### config.mk
export PLATFORM = sky130hd
export DESIGN_NAME = led_rate_detector
export DESIGN_NICKNAME = d
export VERILOG_FILES = /design/src/rtl/led_rate_detector_pkg.sv /design/src/rtl/led_rate_detector_edge_sync.sv /design/src/rtl/led_rate_detector.sv
export SDC_FILE = /design/constraint.sdc
export NUM_CORES = 1
export LEC_CHECK = 0
export ABC_AREA = 1
export CAP_MARGIN = 20
export CORE_UTILIZATION = 28
export DETAILED_ROUTE_END_ITERATION = 7
export DONT_BUFFER_PORTS = 1
export PLACE_DENSITY_LB_ADDON = 0.15
export SLEW_MARGIN = 20
export SYNTH_ARGS = -nofsm -noshare
export SYNTH_HDL_FRONTEND = slang
export SYNTH_HIERARCHICAL = 1
export SYNTH_SLANG_ARGS = --single-unit
### constraint.sdc
create_clock -name i_clock -period 4.3 [get_ports i_clock]
set_clock_uncertainty 0.15 [all_clocks]
set_input_delay 0 -clock i_clock [delete_from_list [all_inputs] [get_ports i_clock]]
set_output_delay 0 -clock i_clock [all_outputs]
set_load 0.1 [all_outputs]
### src/rtl/led_rate_detector_pkg.sv
// Shared types and helpers for the LED blink-rate detector.
// Rate codes follow the blinker's {switch_1,switch_2} encoding.
package led_rate_detector_pkg;

  typedef enum logic [1:0] {
    RATE_100 = 2'b00,
    RATE_50  = 2'b01,
    RATE_10  = 2'b10,
    RATE_1   = 2'b11
  } rate_t;

  typedef enum logic [1:0] {
    ST_IDLE    = 2'd0,
    ST_MEASURE = 2'd1,
    ST_LOCKED  = 2'd2
  } state_t;

  typedef struct packed {
    logic  hit;
    rate_t rate;
  } cls_t;

  localparam int LOCK_W = 4;

  function automatic int win_lo(input int c, input int sh);
    return c - (c >> sh);
  endfunction

  function automatic int win_hi(input int c, input int sh);
    return c + (c >> sh);
  endfunction

  function automatic bit win_overlap(input int a, input int b,
                                     input int sh);
    return !((win_hi(a, sh) < win_lo(b, sh)) ||
             (win_hi(b, sh) < win_lo(a, sh)));
  endfunction

endpackage

### src/rtl/led_rate_detector_edge_sync.sv
// Two-flop synchronizer for the LED input plus a registered
// either-polarity edge strobe.
module led_edge_sync (
  input  logic i_clock,
  input  logic i_reset,
  input  logic i_led,
  output logic o_edge
);

  logic [1:0] sync_q;
  logic       last_q;
  logic [1:0] fill_q;
  logic       edge_q;
  logic       primed;

  // Strobes stay masked until the pipe holds real samples, so a
  // high LED at reset release is not mistaken for an edge.
  assign primed = (fill_q == 2'd3);

  always_ff @(posedge i_clock or posedge i_reset) begin
    if (i_reset) begin
      sync_q <= 2'b00;
      last_q <= 1'b0;
      fill_q <= 2'd0;
      edge_q <= 1'b0;
    end else begin
      sync_q <= {sync_q[0], i_led};
      last_q <= sync_q[1];
      if (!primed) begin
        fill_q <= fill_q + 2'd1;
      end
      edge_q <= primed & (sync_q[1] ^ last_q);
    end
  end

  assign o_edge = edge_q;

endmodule

### src/rtl/led_rate_detector.sv
// Measures LED half-periods and locks onto one of four blink
// rates once enough consecutive matching measurements are seen.
module led_rate_detector
  import led_rate_detector_pkg::*;
#(
  parameter int c100      = 125000,
  parameter int c50       = 250000,
  parameter int c10       = 1250000,
  parameter int c1        = 12500000,
  parameter int tol_shift = 3,
  parameter int lock_n    = 4
) (
  input  logic                       i_clock,
  input  logic                       i_reset,
  input  logic                       i_enable,
  input  logic                       i_led,
  output logic [1:0]                 o_sel,
  output logic                       o_locked,
  output logic                       o_meas_valid,
  output logic [$clog2(2*c1+1)-1:0]  o_period,
  output logic                       o_stalled
);

  localparam int W = $clog2(2*c1+1);

  localparam logic [W-1:0] TMO    = W'(2*c1);
  localparam logic [W-1:0] TMO_M1 = W'(2*c1-1);

  localparam logic [W-1:0] LO_100 = W'(win_lo(c100, tol_shift));
  localparam logic [W-1:0] HI_100 = W'(win_hi(c100, tol_shift));
  localparam logic [W-1:0] LO_50  = W'(win_lo(c50, tol_shift));
  localparam logic [W-1:0] HI_50  = W'(win_hi(c50, tol_shift));
  localparam logic [W-1:0] LO_10  = W'(win_lo(c10, tol_shift));
  localparam logic [W-1:0] HI_10  = W'(win_hi(c10, tol_shift));
  localparam logic [W-1:0] LO_1   = W'(win_lo(c1, tol_shift));
  localparam logic [W-1:0] HI_1   = W'(win_hi(c1, tol_shift));

  localparam logic [LOCK_W-1:0] LOCK_N = LOCK_W'(lock_n);

  if (win_overlap(c100, c50, tol_shift) ||
      win_overlap(c100, c10, tol_shift) ||
      win_overlap(c100, c1, tol_shift)  ||
      win_overlap(c50, c10, tol_shift)  ||
      win_overlap(c50, c1, tol_shift)   ||
      win_overlap(c10, c1, tol_shift)) begin : g_win_chk
    $error("led_rate_detector: acceptance windows overlap");
  end

  if (lock_n < 2 || lock_n > 15) begin : g_lock_chk
    $error("led_rate_detector: lock_n out of range 2..15");
  end

  logic                edge_s;
  logic [W-1:0]        cnt_q;
  logic                tmo_hit;
  logic                in_100, in_50, in_10, in_1;
  cls_t                cls;

  state_t              state_q, state_d;
  logic [LOCK_W-1:0]   match_q, match_d;
  rate_t               cand_q, cand_d;
  rate_t               sel_q, sel_d;
  logic                locked_q, locked_d;
  logic [W-1:0]        period_q, period_d;
  logic                mv_q, mv_d;
  logic                stalled_q, stalled_d;

  led_edge_sync u_sync (
    .i_clock (i_clock),
    .i_reset (i_reset),
    .i_led   (i_led),
    .o_edge  (edge_s)
  );

  // Half-period counter; reloads to 1 so a toggle every N clocks reads N.
  always_ff @(posedge i_clock or posedge i_reset) begin
    if (i_reset) begin
      cnt_q <= '0;
    end else if (!i_enable) begin
      cnt_q <= '0;
    end else if (edge_s) begin
      cnt_q <= W'(1);
    end else if (cnt_q != TMO) begin
      cnt_q <= cnt_q + 1'b1;
    end
  end

  assign tmo_hit = i_enable & ~edge_s & (cnt_q == TMO_M1);

  assign in_100 = (cnt_q >= LO_100) && (cnt_q <= HI_100);
  assign in_50  = (cnt_q >= LO_50)  && (cnt_q <= HI_50);
  assign in_10  = (cnt_q >= LO_10)  && (cnt_q <= HI_10);
  assign in_1   = (cnt_q >= LO_1)   && (cnt_q <= HI_1);

  always_comb begin
    cls = '{hit: 1'b0, rate: RATE_100};
    unique case (1'b1)
      in_100:  cls = '{hit: 1'b1, rate: RATE_100};
      in_50:   cls = '{hit: 1'b1, rate: RATE_50};
      in_10:   cls = '{hit: 1'b1, rate: RATE_10};
      in_1:    cls = '{hit: 1'b1, rate: RATE_1};
      default: cls = '{hit: 1'b0, rate: RATE_100};
    endcase
  end

  always_ff @(posedge i_clock or posedge i_reset) begin
    if (i_reset) begin
      state_q   <= ST_IDLE;
      match_q   <= '0;
      cand_q    <= RATE_100;
      sel_q     <= RATE_100;
      locked_q  <= 1'b0;
      period_q  <= '0;
      mv_q      <= 1'b0;
      stalled_q <= 1'b0;
    end else begin
      state_q   <= state_d;
      match_q   <= match_d;
      cand_q    <= cand_d;
      sel_q     <= sel_d;
      locked_q  <= locked_d;
      period_q  <= period_d;
      mv_q      <= mv_d;
      stalled_q <= stalled_d;
    end
  end

  always_comb begin
    state_d   = state_q;
    match_d   = match_q;
    cand_d    = cand_q;
    sel_d     = sel_q;
    locked_d  = locked_q;
    period_d  = period_q;
    mv_d      = 1'b0;
    stalled_d = stalled_q;

    if (!i_enable) begin
      state_d   = ST_IDLE;
      match_d   = '0;
      cand_d    = RATE_100;
      sel_d     = RATE_100;
      locked_d  = 1'b0;
      period_d  = '0;
      stalled_d = 1'b0;
    end else if (edge_s) begin
      // An edge always wins over a coincident timeout.
      stalled_d = 1'b0;
      unique case (state_q)
        ST_IDLE: begin
          state_d = ST_MEASURE;
          match_d = '0;
        end
        ST_MEASURE: begin
          period_d = cnt_q;
          mv_d     = 1'b1;
          if (cls.hit && match_q != '0 && cls.rate == cand_q) begin
            match_d = match_q + 1'b1;
          end else begin
            cand_d  = cls.rate;
            match_d = {{(LOCK_W-1){1'b0}}, cls.hit};
          end
          if (match_d == LOCK_N) begin
            state_d  = ST_LOCKED;
            locked_d = 1'b1;
            sel_d    = cand_d;
          end
        end
        ST_LOCKED: begin
          period_d = cnt_q;
          mv_d     = 1'b1;
          if (!cls.hit || cls.rate != sel_q) begin
            state_d  = ST_MEASURE;
            locked_d = 1'b0;
            cand_d   = cls.rate;
            match_d  = {{(LOCK_W-1){1'b0}}, cls.hit};
          end
        end
        default: begin
          state_d = ST_IDLE;
          match_d = '0;
        end
      endcase
    end else if (tmo_hit) begin
      stalled_d = 1'b1;
      locked_d  = 1'b0;
      state_d   = ST_IDLE;
      match_d   = '0;
    end
  end

  assign o_sel        = sel_q;
  assign o_locked     = locked_q;
  assign o_meas_valid = mv_q;
  assign o_period     = period_q;
  assign o_stalled    = stalled_q;

endmodule

======== Word level (Yosys, flattened, before mapping) ========
Index checks and enable logic that the tools add are counted.
W data, S select, Z words.
cells by class
  equal/unequal tests ..................... 19
  order comparisons ....................... 8
  add/sub/neg operators ................... 3
  multiplexer cells ....................... 43
  reduce and logical (&&, ||, !) cells .... 17
  bitwise operators ....................... 5
operators by type and width
  kind                     number
  $mux W25                 6
  $mux W4                  8
  $mux W2                  13
  $add A25 B1 Y25 const B  1
  $eq A25 B25 Y1 const B   1
  $ge A25 B17 Y1 const B   1
  $ge A25 B18 Y1 const B   1
  $ge A25 B21 Y1 const B   1
  $ge A25 B24 Y1 const B   1
  $le A25 B18 Y1 const B   1
  $le A25 B19 Y1 const B   1
  $le A25 B21 Y1 const B   1
  $le A25 B24 Y1 const B   1
  $ne A25 B25 Y1 const B   1
  $ne A4 B4 Y1 const B     3
  $pmux W3 S4              1
  $mux W1                  11
  $ne A3 B1 Y1 const B     3
  $reduce_and A3 Y1        3
  $pmux W4 S2              1
  $logic_and A1 B1 Y1      6
  $ne A2 B1 Y1 const B     3
  $pmux W2 S3              1
  $add A4 B1 Y4 const B    1
  other kinds (20)         24
word-level totals
  bits in registers ....................... 69
  output and inout port bits .............. 30

======== Depth between registers and ports, before layout ========
Gate-level depths: netlist of run 1.
  word-level depth ........................ 14
  gate-level depth with buffers ........... 21
  depth with buffers taken out ............ 20

======== Hierarchy ========
The synthesis of run 1 kept the hierarchy.
modules (own cells, without submodules)
  module             cells each  times used  area each (sq um)
  led_rate_detector  642         1           4317.9
  led_edge_sync      16          1           202.7

======== Worst setup path before layout of run 1 ========
OpenSTA, ideal clock, no wires.
  kind .................................... register to register
  start point ............................. reg cnt_q[1]
  end point ............................... reg locked_q, in the netlist o_locked
  required time ........................... 4028 ps
  clock period less this slack ............ 2268 ps
  arrival time ............................ 1996 ps
  setup slack ............................. 2032 ps
  buffers on the path ..................... 0
  cell stages (with the launch flop) ...... 19
  library setup time ...................... 122 ps
  cells stage by stage .................... dfrtp_1 ha_1 nand2_1 nor2_1 nand2_1 nor2_1 nand2_1 nand3_1 nand2_1 nand2_1 nor2_1 nor2_2 nand3_2 nor2_4 nand2_2 nand2_4 nand3_1 nand2_1 nand2_1
on the way
  cells in the longest elaborated chain, start to end .. 12
  elaborated cells on any way between the ends .. 30
RTL lines
  what                                                        RTL line                  RTL
  start: declaration                                          led_rate_detector.sv:54   logic [W-1:0] cnt_q;
  start signal: assignment                                    led_rate_detector.sv:84   cnt_q <= cnt_q + 1'b1;
  $ge A25 B24 Y1, or another cell as far along                led_rate_detector.sv:93   assign in_1 = (cnt_q >= LO_1) && (cnt_q <= HI_1);
  $logic_and A1 B1 Y1, on equally long branches               -
  $pmux W3 S4                                                 led_rate_detector.sv:97   unique case (1'b1)
  $eq A2 B2 Y1 / $logic_and A1 B1 Y1 (equally long branches)  led_rate_detector.sv:157  if (cls.hit && match_q != '0 && cls.rate == cand_q) begin
  $logic_and A1 B1 Y1                                         led_rate_detector.sv:157
  $mux W4                                                     led_rate_detector.sv:157
  $mux W4                                                     led_rate_detector.sv:149  unique case (state_q)
  $mux W4                                                     led_rate_detector.sv:146  end else if (edge_s) begin
  $mux W4                                                     led_rate_detector.sv:138  if (!i_enable) begin
  $eq A4 B3 Y1                                                led_rate_detector.sv:163  if (match_d == LOCK_N) begin
  $ne A4 B4 Y1 (no line)                                      -
  $reduce_and A4 Y1 (no line) *                               -
  end signal: assignment                                      led_rate_detector.sv:121  locked_q <= locked_d;
  end: declaration                                            led_rate_detector.sv:63   logic locked_q, locked_d;
Mark *: on every way between the ends. The rest lies on a longest branch, timed or not. The select of a mux whose other input is x is not followed.
A chain may end at the register's enable or synchronous reset.

======== Worst setup path after layout of run 1 ========
  start point ............................. reg cnt_q[1]
  end point ............................... reg sel_q[1], in the netlist o_sel[1]
on the way
  cells in the longest elaborated chain, start to end .. 12
  elaborated cells on any way between the ends .. 28
RTL lines
  what                                                        RTL line                  RTL
  $ge A25 B24 Y1, or another cell as far along                led_rate_detector.sv:93
  $logic_and A1 B1 Y1, on equally long branches               -
  $pmux W3 S4 *                                               led_rate_detector.sv:97
  $eq A2 B2 Y1 / $logic_and A1 B1 Y1 (equally long branches)  led_rate_detector.sv:157
  $logic_and A1 B1 Y1                                         led_rate_detector.sv:157
  $mux W4                                                     led_rate_detector.sv:157
  $mux W4                                                     led_rate_detector.sv:149
  $mux W4                                                     led_rate_detector.sv:146
  $mux W4                                                     led_rate_detector.sv:138
  $eq A4 B3 Y1                                                led_rate_detector.sv:163
  $ne A2 B1 Y1 (no line)                                      -
  $reduce_and A3 Y1 (no line)                                 -
  end signal: assignment                                      led_rate_detector.sv:120  sel_q <= sel_d;
  end: declaration                                            led_rate_detector.sv:62   rate_t sel_q, sel_d;
Marked as above.

==> results of run 1 <==
-- placed cells by master (no fill, tap or decap), types with 2 or more instances in the layout --
cell	Yosys	final
inv_2	14	15
clkinv_1	2	2
nor3_1	17	17
dfrtp_1	69	69
clkbuf_16	0	9
nor2_1	107	107
a21oi_1	24	24
o21ai_1	2	2
dlygate4sd3_1	0	6
nand3_2	2	2
nand2_2	10	10
o21ai_2	2	2
nand2_4	5	5
inv_1	55	54
buf_4	5	2
nor2_2	8	8
nor3_2	2	2
nand2_1	157	157
nand4_2	2	2
nor2_4	2	2
a211oi_1	2	2
nor4_1	3	3
bufinv_16	0	2
ha_1	11	11
o21ai_0	45	45
xnor2_1	2	2
nand4_1	9	9
nand3_1	72	72
xor2_1	4	4
-- cell families (layout without fill, tap and decap cells) --
| family | after synthesis | in the layout | synth area share, % |
|---|---|---|---|
| AO/OA/AOI/OAI | 80 | 80 | 9.41 |
| flip-flops | 69 | 69 | 38.2 |
| buffers and inverters | 92 | 95 | 8.25 |
| XOR/XNOR | 6 | 6 | 1.16 |
| adder cells (fa/ha/maj) | 11 | 11 | 3.04 |
| AND/OR/NAND/NOR | 400 | 400 | 39.9 |
-- final cells by class --
cell class | instances | share of cell area, %
multi-input combinational | 497 | 47.5
sequential | 69 | 33.9
tap | 216 | 5.30
inverter | 71 | 5.23
clock buffer | 11 | 4.76
timing repair buffer | 9 | 1.87
clock inverter | 4 | 1.42
-- path summary, 6_finish.rpt --
check / start / end / cells past startpoint
hold / removal: i_led / u_sync/sync_q[0] / 1
setup / recovery: cnt_q[1] / o_sel[1] / 18
min in group asynchronous: i_reset / o_period[17] / 3
hold reg to reg: u_sync/sync_q[0] / u_sync/sync_q[1] / 0
setup reg to reg: cnt_q[1] / o_sel[1] / 18
max in group asynchronous: i_reset / cnt_q[16] / 3
-- power by group --
| group | switching (uW) | internal (uW) | leakage [uW] |
|---|---|---|---|
| registers | 31.9 | 661 | 0.000937 |
| logic | 81.4 | 29.5 | 0.00122 |
| clock network | 283 | 519 | 0.000152 |
-- Yosys cell counts --
cell      instances
clkbuf_2          1
nand3b_2          1
clkinv_1          2
o21ai_1           2
o211ai_1          1
nor4_1            3
xor2_1            4
nand2_1         157
o22ai_1           1
nand3b_1          1
nand4_1           9
nor3_1           17
nand3_1          72
nor4_2            1
nand2_2          10
or2_2             1
buf_2             6
inv_2            14
o31ai_1           1
nor2_1          107
xnor2_1           2
o21ai_0          45
dfrtp_1          69
a21oi_1          24
nor2_4            2
o21ai_2           2
a211oi_1          2
nand3_2           2
nor2_2            8
clkbuf_1          9
o21a_1            1
nand4_2           2
nand2_4           5
nor3_2            2
buf_4             5
ha_1             11
o41ai_1           1
inv_1            55
-- flip-flops by register name, summed over array words and instances (netlist names) --
name and count:
u_sync/sync_q 2, u_sync/last_q 1, o_sel 2, cand_q 2, o_meas_valid 1, u_sync/o_edge 1, o_locked 1, state_q 2
o_stalled 1, match_q 4, cnt_q 25, u_sync/fill_q 2, o_period 25
-- routing by layer --
metal,up-vias,share of wire [%],wire [microns],track usage [%]
li1,2126,-,-,-
met1,2018,47,7030,25.1
met2,118,46,6780,30.7
met3,21,4.5,671,3.34
met4,0,2.2,331,7.34
met5,-,0,0,0
-- what timing repair did --
item | in CTS | in global routing
hold buffers | 7 | 0
setup buffers | 0 | 0
endpoints found under the hold margin | 108 | 0
endpoints found under the setup margin | 0 | 0
gates resized for setup | 0 | 0
-- metrics by stage --
stage | setup WS, ns | utilization (%) | hold WS (ns) | instance area, sq um
floorplan | 2.03 | - | -0.359 | 4520
global placement | 1.41 | 29.7 | -0.340 | 4700
detailed placement | 1.49 | 29.7 | -0.331 | 4700
CTS | 0.461 | 32.2 | 0.0702 | 5090
global route | 0.176 | 32.2 | 0.103 | 5090
finish | 0.445 | 32.2 | 0.0770 | 5090
==> impl_metrics.tcl, run 1 <==
set metrics [dict create \
    rows 46 \
    drv_cap 0 \
    crit_path_top_delay_cell "dlygate4sd3_1" \
    ys_seq_elements 69 \
    worst_path_largest_cell_delay_ns 0.57 \
    fin_crit_sh_pct 89.6 \
    worst-endpoint-arrival_ns 3.92 \
    critPathBufInv 2 \
    grt_use_total_pct 18.9 \
    antenna_cells 0 \
    post_synth.cell_area_avg_sq_um 6.87 \
    irDropWorstVdd_mv 0.162 \
    max_freq_mhz 259 \
    seq_area_sq_um 1730 \
    setup_tns_ns 0 \
    post-layout-total-power_uw 1610 \
    clock-sinks 69 \
    initial_core_util_pct 28.6 \
    floorplan.die.height_microns 129 \
    grt_overflow 0 \
    timing_worst_slew_pin_value_ns 0.980 \
    detail_route.vias_per_cell 4.88 \
    part_of_the_yosys_area_used_for_sequential_elements_pct 38.2 \
    die_area_sq_um 16700 \
    antenna_found_initial 0 \
    multi_input_comb_area_sq_um 2420 \
    area_growth_pct 12.7 \
    min_path_type "primary input to flop" \
    internal_reg_to_reg_setup_slack_ns 0.45 \
    static-leakage-power_uw 0.00231 \
    finalWeightedCongestion 0.919 \
    chipWidth_microns 129 \
    netlist_area_pre_place_sq_um 4520 \
    worst_ep_required_time_ns 4.37 \
    nFillCells 1748 \
    grt_start_max_net_pins 64 \
    tritoncts "built" \
    most_frequent_cp_cell "nand2_1" \
    postRouteAntennaNets 0 \
    final-max-slew-violation-count 0 \
    postRouteWirelength_microns 14800 \
    timing_worst_setup_path_type "flop to flop" \
    num_vias 4283 \
    setup.worst_path.start_class "flop" \
    first_iter_violations 281 \
    ys_top_cells_by_area "dfrtp_1, nand2_1, nor2_1" \
    hpwlAfterDp_microns 11200 \
    netlist_instances 658 \
    p_per_area_nw_per_um2 315 \
    grt_first_pass_wirelength_microns 23400 \
    post_synthesis_cell_type_count 38 \
    final_cells 877 \
    timing.final.hold_violations 0 \
    clock_tree.root_cell "clkbuf_16" \
    cts.reportedPaths.clkPinSlew_ns 0.06 \
    setup_viol_count_final 0 \
    buffers_from_clock_root_to_sink_at_most 2 \
    cp_max_fo 7 \
    timing.max_slew.rel_slack_pct 34.7 \
    cp_cell_sequence "ha_1 -> nand2_1 -> nor2_1 -> nand2_1 -> nor2_1 -> nand2_1 -> nand3_1 -> nand2_1 -> nand2_1 -> nor2_1 -> nor2_2 -> nand3_2 -> nor2_4 -> nand4_2 -> nand3_1 -> dlygate4sd3_1 -> nand2_1 -> dlygate4sd3_1" \
    outcome "complete, no violations" \
    fin_crit_ns 3.85 \
    cts_bufs_inserted 9 \
    remaining_drc_errors 0 \
    rsz0062_at_grt "false" \
    final_layout_size_suffix_gt1_share_pct 10.3 \
    h-tree-depth 3 \
    netlist.area_leader.share_pct 38.2 \
    finalNetCount 672 \
    detailedRoute.firstPassIterationCount 5 \
    ys_warn_count 6 \
    vias_in_the_first_global_route 4120 \
    clock_insertion_delay_worst_skew_ns 0.34 \
    syn-num-nets 673 \
    core_sq_um 15800 \
    dp.cells 855 \
    io-pin-count 34 \
    setup.worst_path.end_class "flop" \
    wire_per_inst_microns 16.9 \
    port-buffer-count 0 \
    worst_path_dominant_cell_family "simple AND/OR/NAND/NOR gates" \
    yosys.area.top_type "dfrtp_1" \
]
Note: power is estimated with default switching activity, not from simulation.
==> run 2: changes to the inputs <==
--- a/config.mk
+++ b/config.mk
@@ -8,5 +8,5 @@
 export ABC_AREA = 1
 export CAP_MARGIN = 20
-export CORE_UTILIZATION = 28
+export CORE_UTILIZATION = 50
 export DETAILED_ROUTE_END_ITERATION = 7
 export DONT_BUFFER_PORTS = 1
--- a/constraint.sdc
+++ b/constraint.sdc
@@ -3,3 +3,3 @@
 set_input_delay 0 -clock i_clock [delete_from_list [all_inputs] [get_ports i_clock]]
 set_output_delay 0 -clock i_clock [all_outputs]
-set_load 0.1 [all_outputs]
+set_load 0.01 [all_outputs]
==> run 2 against run 1 <==
  * Clock power decreased by 33%
  * Combinational power decreased by 4%
  * Maximum frequency increased by 40%
  * Sequential cell count unchanged
  * Critical endpoint is now state_q[0]
  * Highest routed layer unchanged
==> impl_metrics.tcl, run 2 (synthesis results as in run 1) <==
set metrics [dict create \
    worst-endpoint-arrival_ns 2.87 \
    setup_viol_count_final 0 \
    clock-sinks 69 \
    irDropWorstVdd_mv 0.156 \
    wire_per_inst_microns 17.6 \
    groute.layer.met2.usage_pct 46.3 \
    worst_setup_path_startpoint "cnt_q[0]" \
    die_area_sq_um 9430 \
    finalNetCount 670 \
    fin_hold_ws_ns 0.0320 \
    timing.max_slew.rel_slack_pct 43.5 \
    core_sq_um 8720 \
    worst_slack_ns 1.54 \
    floorplan.die.height_microns 97.1 \
    setup.worst_path.end_class "flop" \
    finalWeightedCongestion 0.970 \
    outcome "complete, no violations" \
    min_path_type "primary input to flop" \
    max_freq_mhz 362 \
    area_growth_pct 6.09 \
    final_layout_size_suffix_gt1_share_pct 10.6 \
    design_area_sq_um 4800 \
    fin_crit_ns 2.76 \
    first_iter_violations 377 \
    antenna_cells 0 \
    fin_crit_sh_pct 64.2 \
    rsz0062_at_grt "false" \
    grt_first_pass_wirelength_microns 21600 \
    h-tree-depth 3 \
    detail_route.vias_per_cell 5.66 \
    setup_tns_ns 0 \
    vias_in_the_first_global_route 4005 \
    io-pin-count 34 \
    rr_startpoint "cnt_q[0]" \
    drv_cap 0 \
    worst_ep_required_time_ns 4.41 \
    port-buffer-count 0 \
    antenna_found_initial 0 \
    tritoncts "built" \
    grt_start_max_net_pins 41 \
    cp_max_fo 6 \
    detailedRoute.firstPassIterationCount 5 \
    postRouteWirelength_microns 13500 \
    placement.cell_area_sq_um 4560 \
    postRouteAntennaNets 0 \
    cts.reportedPaths.clkPinSlew_ns 0.10 \
    cts_bufs_inserted 9 \
    static-leakage-power_uw 0.00223 \
    grt.met1_usage_pct 41.2 \
    grt_util_met3_pct 5.11 \
    timing_worst_slew_pin_value_ns 0.845 \
    grt_overflow 0 \
    gr_busiest_metal "met2" \
    buffers_from_clock_root_to_sink_at_most 2 \
    layout.cells.most_common "nand2_1" \
    clock_tree.root_cell "clkbuf_8" \
    chipWidth_microns 97.1 \
    timing.final.hold_violations 0 \
    clock_insertion_delay_worst_skew_ns 0.37 \
    final-max-slew-violation-count 0 \
    worstHoldStart "i_enable" \
    setup.worst_path.start_class "flop" \
    timing_worst_setup_path_type "flop to flop" \
    initial_core_util_pct 51.8 \
    grt_use_total_pct 29.4 \
    p_per_area_nw_per_um2 274 \
    remaining_drc_errors 0 \
    final_core_area_utilization_pct 55.0 \
    num_vias 4348 \
    final_cell_mix "nand2_1, nor2_1, nand3_1, dfrtp_1, inv_1" \
    rows 34 \
    hpwlAfterDp_microns 10200 \
    place_worst_setup_slack_ns 1.58 \
    cts_resized 0 \
]
-- run 2: changes by cell type in the layout (fill, tap and decap cells not counted), sizes merged --
cell,before,now
bufinv,2,0
clkbuf,11,9
clkinv,3,4
dlygate4sd3,6,4
inv,69,73
-- run 2: cell type report --
type                       instances  area (sq um)
fill                             881          3930
multi-input combinational        497          2420
sequential                        69          1730
inverter                          71           267
tap                              108           135
clock buffer                       9           124
clock inverter                     7          62.6
timing repair buffer               7          60.1
-- run 2: repair_timing --
| item | 4_1_cts | 5_1_grt |
|---|---|---|
| hold endpoints to repair | 88 | 0 |
| hold buffers | 5 | 0 |
| setup buffers | 0 | 0 |
-- run 2: worst max-delay path, cell delays in order, from the launching register on --
cell	delay [ns]
dfrtp_1	0.50
ha_1	0.24
nand2_1	0.08
nor2_1	0.28
nand2_1	0.17
nor2_1	0.12
nand2_1	0.06
nand3_1	0.09
nand2_1	0.06
nand2_1	0.12
nor2_1	0.08
nor2_2	0.13
nand3_2	0.13
nor2_4	0.12
nand2_2	0.07
nand2_4	0.07
nand2_4	0.07
nand2_2	0.06
o21ai_2	0.05
-- run 2: metrics by stage --
stage / total power, uW / instances
final: 1310 / 768
after global routing: 1360 / 768
after CTS: 1320 / 768
after detailed placement: 784 / 747
after global placement: 782 / 747
after floorplan: 761 / 658
-- run 2: worst paths after layout --
check                                    to  slack, ns  depth (start not counted)
setup / recovery                 state_q[0]       1.54                         18
hold / removal                     o_sel[0]       0.03                          3
setup reg to reg                 state_q[0]       1.54                         18
hold reg to reg            u_sync/sync_q[1]       0.20                          0
max in group asynchronous          cnt_q[2]       2.52                          4
min in group asynchronous      o_period[13]       0.56                          3
-- run 2: report_power, final --
part | total, uW | switching, uW | internal [uW] | leakage, uW
registers | 672 | 12.6 | 660 | 0.000937
clock network | 535 | 313 | 222 | 0.0000927
logic | 107 | 78.6 | 28.1 | 0.00120
-- run 2: layer usage --
metal  vias up  wire [microns]
met2       183            6260
met1      2026            6040
li1       2120               -
met3        19             983
met4         0             219
met5         -               0
==> run 3: changes to the inputs <==
clock period = 2.55 ns   (was 4.3 ns; I/O delays follow)
==> run 3 against run 2 <==
  * Worst setup slack got worse by 1.5 ns
  * Register-to-register slack got worse by 1.5 ns
  * Maximum frequency rose by 11%
  * Power rose by 84%
  * Cell area rose by 21%
  * First-iteration DRC count fell by 6.1%
  * Critical endpoint unchanged
  * Sequential cell count did not move
  * Sequential power rose by 68%
  * Critical path depth did not move
  * Count of clock-buffer cells in the layout did not move
  * Clock power rose by 100%
==> impl_metrics.tcl, run 3 (synthesis results as in run 1) <==
set metrics [dict create \
    wire_per_inst_microns 17.8 \
    fin_crit_sh_pct 97.6 \
    floorplan.die.height_microns 97.1 \
    rsz0062_at_grt "true" \
    finalWeightedCongestion 0.962 \
    worst_ep_required_time_ns 2.66 \
    worst_slack_ns 0.0602 \
    grt.met1_usage_pct 43.4 \
    die_area_sq_um 9430 \
    max_freq_mhz 402 \
    antenna_found_initial 0 \
    setup_viol_count_final 0 \
    grt_util_met3_pct 5.32 \
    outcome "complete, no violations" \
    gr_busiest_metal "met2" \
    vias_in_the_first_global_route 4566 \
    place_worst_setup_slack_ns -0.00810 \
    remaining_drc_errors 0 \
    setup.worst_path.start_class "flop" \
    worst-endpoint-arrival_ns 2.60 \
    postRouteWirelength_microns 15200 \
    clock_tree.root_cell "clkbuf_8" \
    initial_core_util_pct 51.8 \
    tritoncts "built" \
    io-pin-count 34 \
    p_per_area_nw_per_um2 416 \
    finalNetCount 755 \
    min_path_type "primary input to flop" \
    layout.cells.most_common "nand2_1" \
    final-max-slew-violation-count 0 \
    hpwlAfterDp_microns 11100 \
    antenna_cells 0 \
    final_cells 853 \
    clock_insertion_delay_worst_skew_ns 0.37 \
    port-buffer-count 0 \
    cts.reportedPaths.clkPinSlew_ns 0.10 \
    postRouteAntennaNets 0 \
    timing_worst_setup_path_type "flop to flop" \
    detail_route.vias_per_cell 5.61 \
    rows 34 \
    detailedRoute.firstPassIterationCount 5 \
    setup.worst_path.end_class "flop" \
    cts_bufs_inserted 9 \
    buffers_from_clock_root_to_sink_at_most 2 \
    clock-sinks 69 \
    first_iter_violations 354 \
    groute.layer.met2.usage_pct 54.0 \
    core_sq_um 8720 \
    h-tree-depth 3 \
    grt_use_total_pct 32.9 \
    area_growth_pct 28.7 \
    grt_first_pass_wirelength_microns 24000 \
    timing.max_slew.rel_slack_pct 52.5 \
    final_cell_mix "nand2_1, nor2_1, buf_4, nand3_1, dfrtp_1" \
    dp.cells 809 \
    grt_start_max_net_pins 34 \
    timing_worst_slew_pin_value_ns 0.711 \
    grt_overflow 0 \
    fin_crit_ns 2.49 \
    cp_max_fo 7 \
    chipWidth_microns 97.1 \
    timing.final.hold_violations 0 \
    num_vias 4784 \
    drv_cap 0 \
    static-leakage-power_uw 0.00270 \
    final_layout_size_suffix_gt1_share_pct 29.4 \
    irDropWorstVdd_mv 0.280 \
    fin_hold_ws_ns 0.0410 \
]
-- run 3: changes by cell type in the layout (fill, tap and decap cells not counted), sizes merged --
cell | previous run | this run
buf | 3 | 74
bufinv | 0 | 2
clkinv | 4 | 3
clkinvlp | 1 | 0
dlygate4sd3 | 4 | 18
-- run 3: critical path, stage by stage, from the launching register on --
cell	delay, ns
dfrtp_2	0.49
inv_4	0.11
nand2_1	0.12
nor2_1	0.14
nand3_1	0.10
nor2_2	0.15
nor2_1	0.05
nand2_1	0.07
nand2_2	0.09
nand2_2	0.10
nor2_1	0.06
nor2_2	0.19
nand3_4	0.11
nor2_4	0.13
nand2_2	0.07
nand2_4	0.07
nand2_4	0.07
nand2_2	0.06
o21ai_2	0.04
-- run 3: worst paths after layout --
check                            startpoint               end  slack, ns  cells after the start
max in group asynchronous           i_reset         cnt_q[22]       1.54                      3
min reg2reg                u_sync/sync_q[0]  u_sync/sync_q[1]       0.22                      0
min                                   i_led  u_sync/sync_q[0]       0.04                      1
max                               cnt_q[15]        state_q[0]       0.06                     18
min in group asynchronous           i_reset      o_period[15]       0.07                      2
max reg2reg                       cnt_q[15]        state_q[0]       0.06                     18
-- run 3: area by class of cell --
cell class / instances / area (sq um)
Inverter: 71 / 282
Fill cell: 788 / 2900
Tap cell: 108 / 135
Clock buffer: 9 / 124
Timing Repair Buffer: 92 / 763
Clock inverter: 7 / 106
Multi-Input combinational cell: 497 / 2660
Sequential cell: 69 / 1750
-- run 3: timing repair --
item                                    CTS  global route
buffers inserted                          0            11
hold endpoints to repair                113             0
pin swaps                                 0            23
hold buffers                             18             0
endpoints found under the setup margin    5            16
cloned                                    0             0
gates resized for setup                   6            95
-- run 3: power by group --
part           switching, uW  total, uW  leakage (uW)  internal, uW
Clock                    505       1070      0.000116           568
Sequential              21.9       1130      0.000904          1110
Combinational            145        214       0.00168          68.9
Total                    672       2420       0.00270          1750
-- run 3: stage by stage --
step           setup TNS (ns)  instance area [sq um]  utilization, %  power (uW)
6_report                    0                   5820            66.7        2420
5_1_grt                -0.836                   5820            66.7        2490
4_1_cts                     0                   5460            62.6        2410
2_1_floorplan               0                   4520               -        1280
3_3_place_gp         -0.00861                   5040            57.8        1330
3_5_place_dp          -0.0152                   5040            57.8        1340
-- run 3: layer usage --
layer | routed length, microns | part of all wire, %
met3 | 927 | 6.1
met1 | 6620 | 44
met2 | 7070 | 47
met5 | 0 | 0
met4 | 540 | 3.6
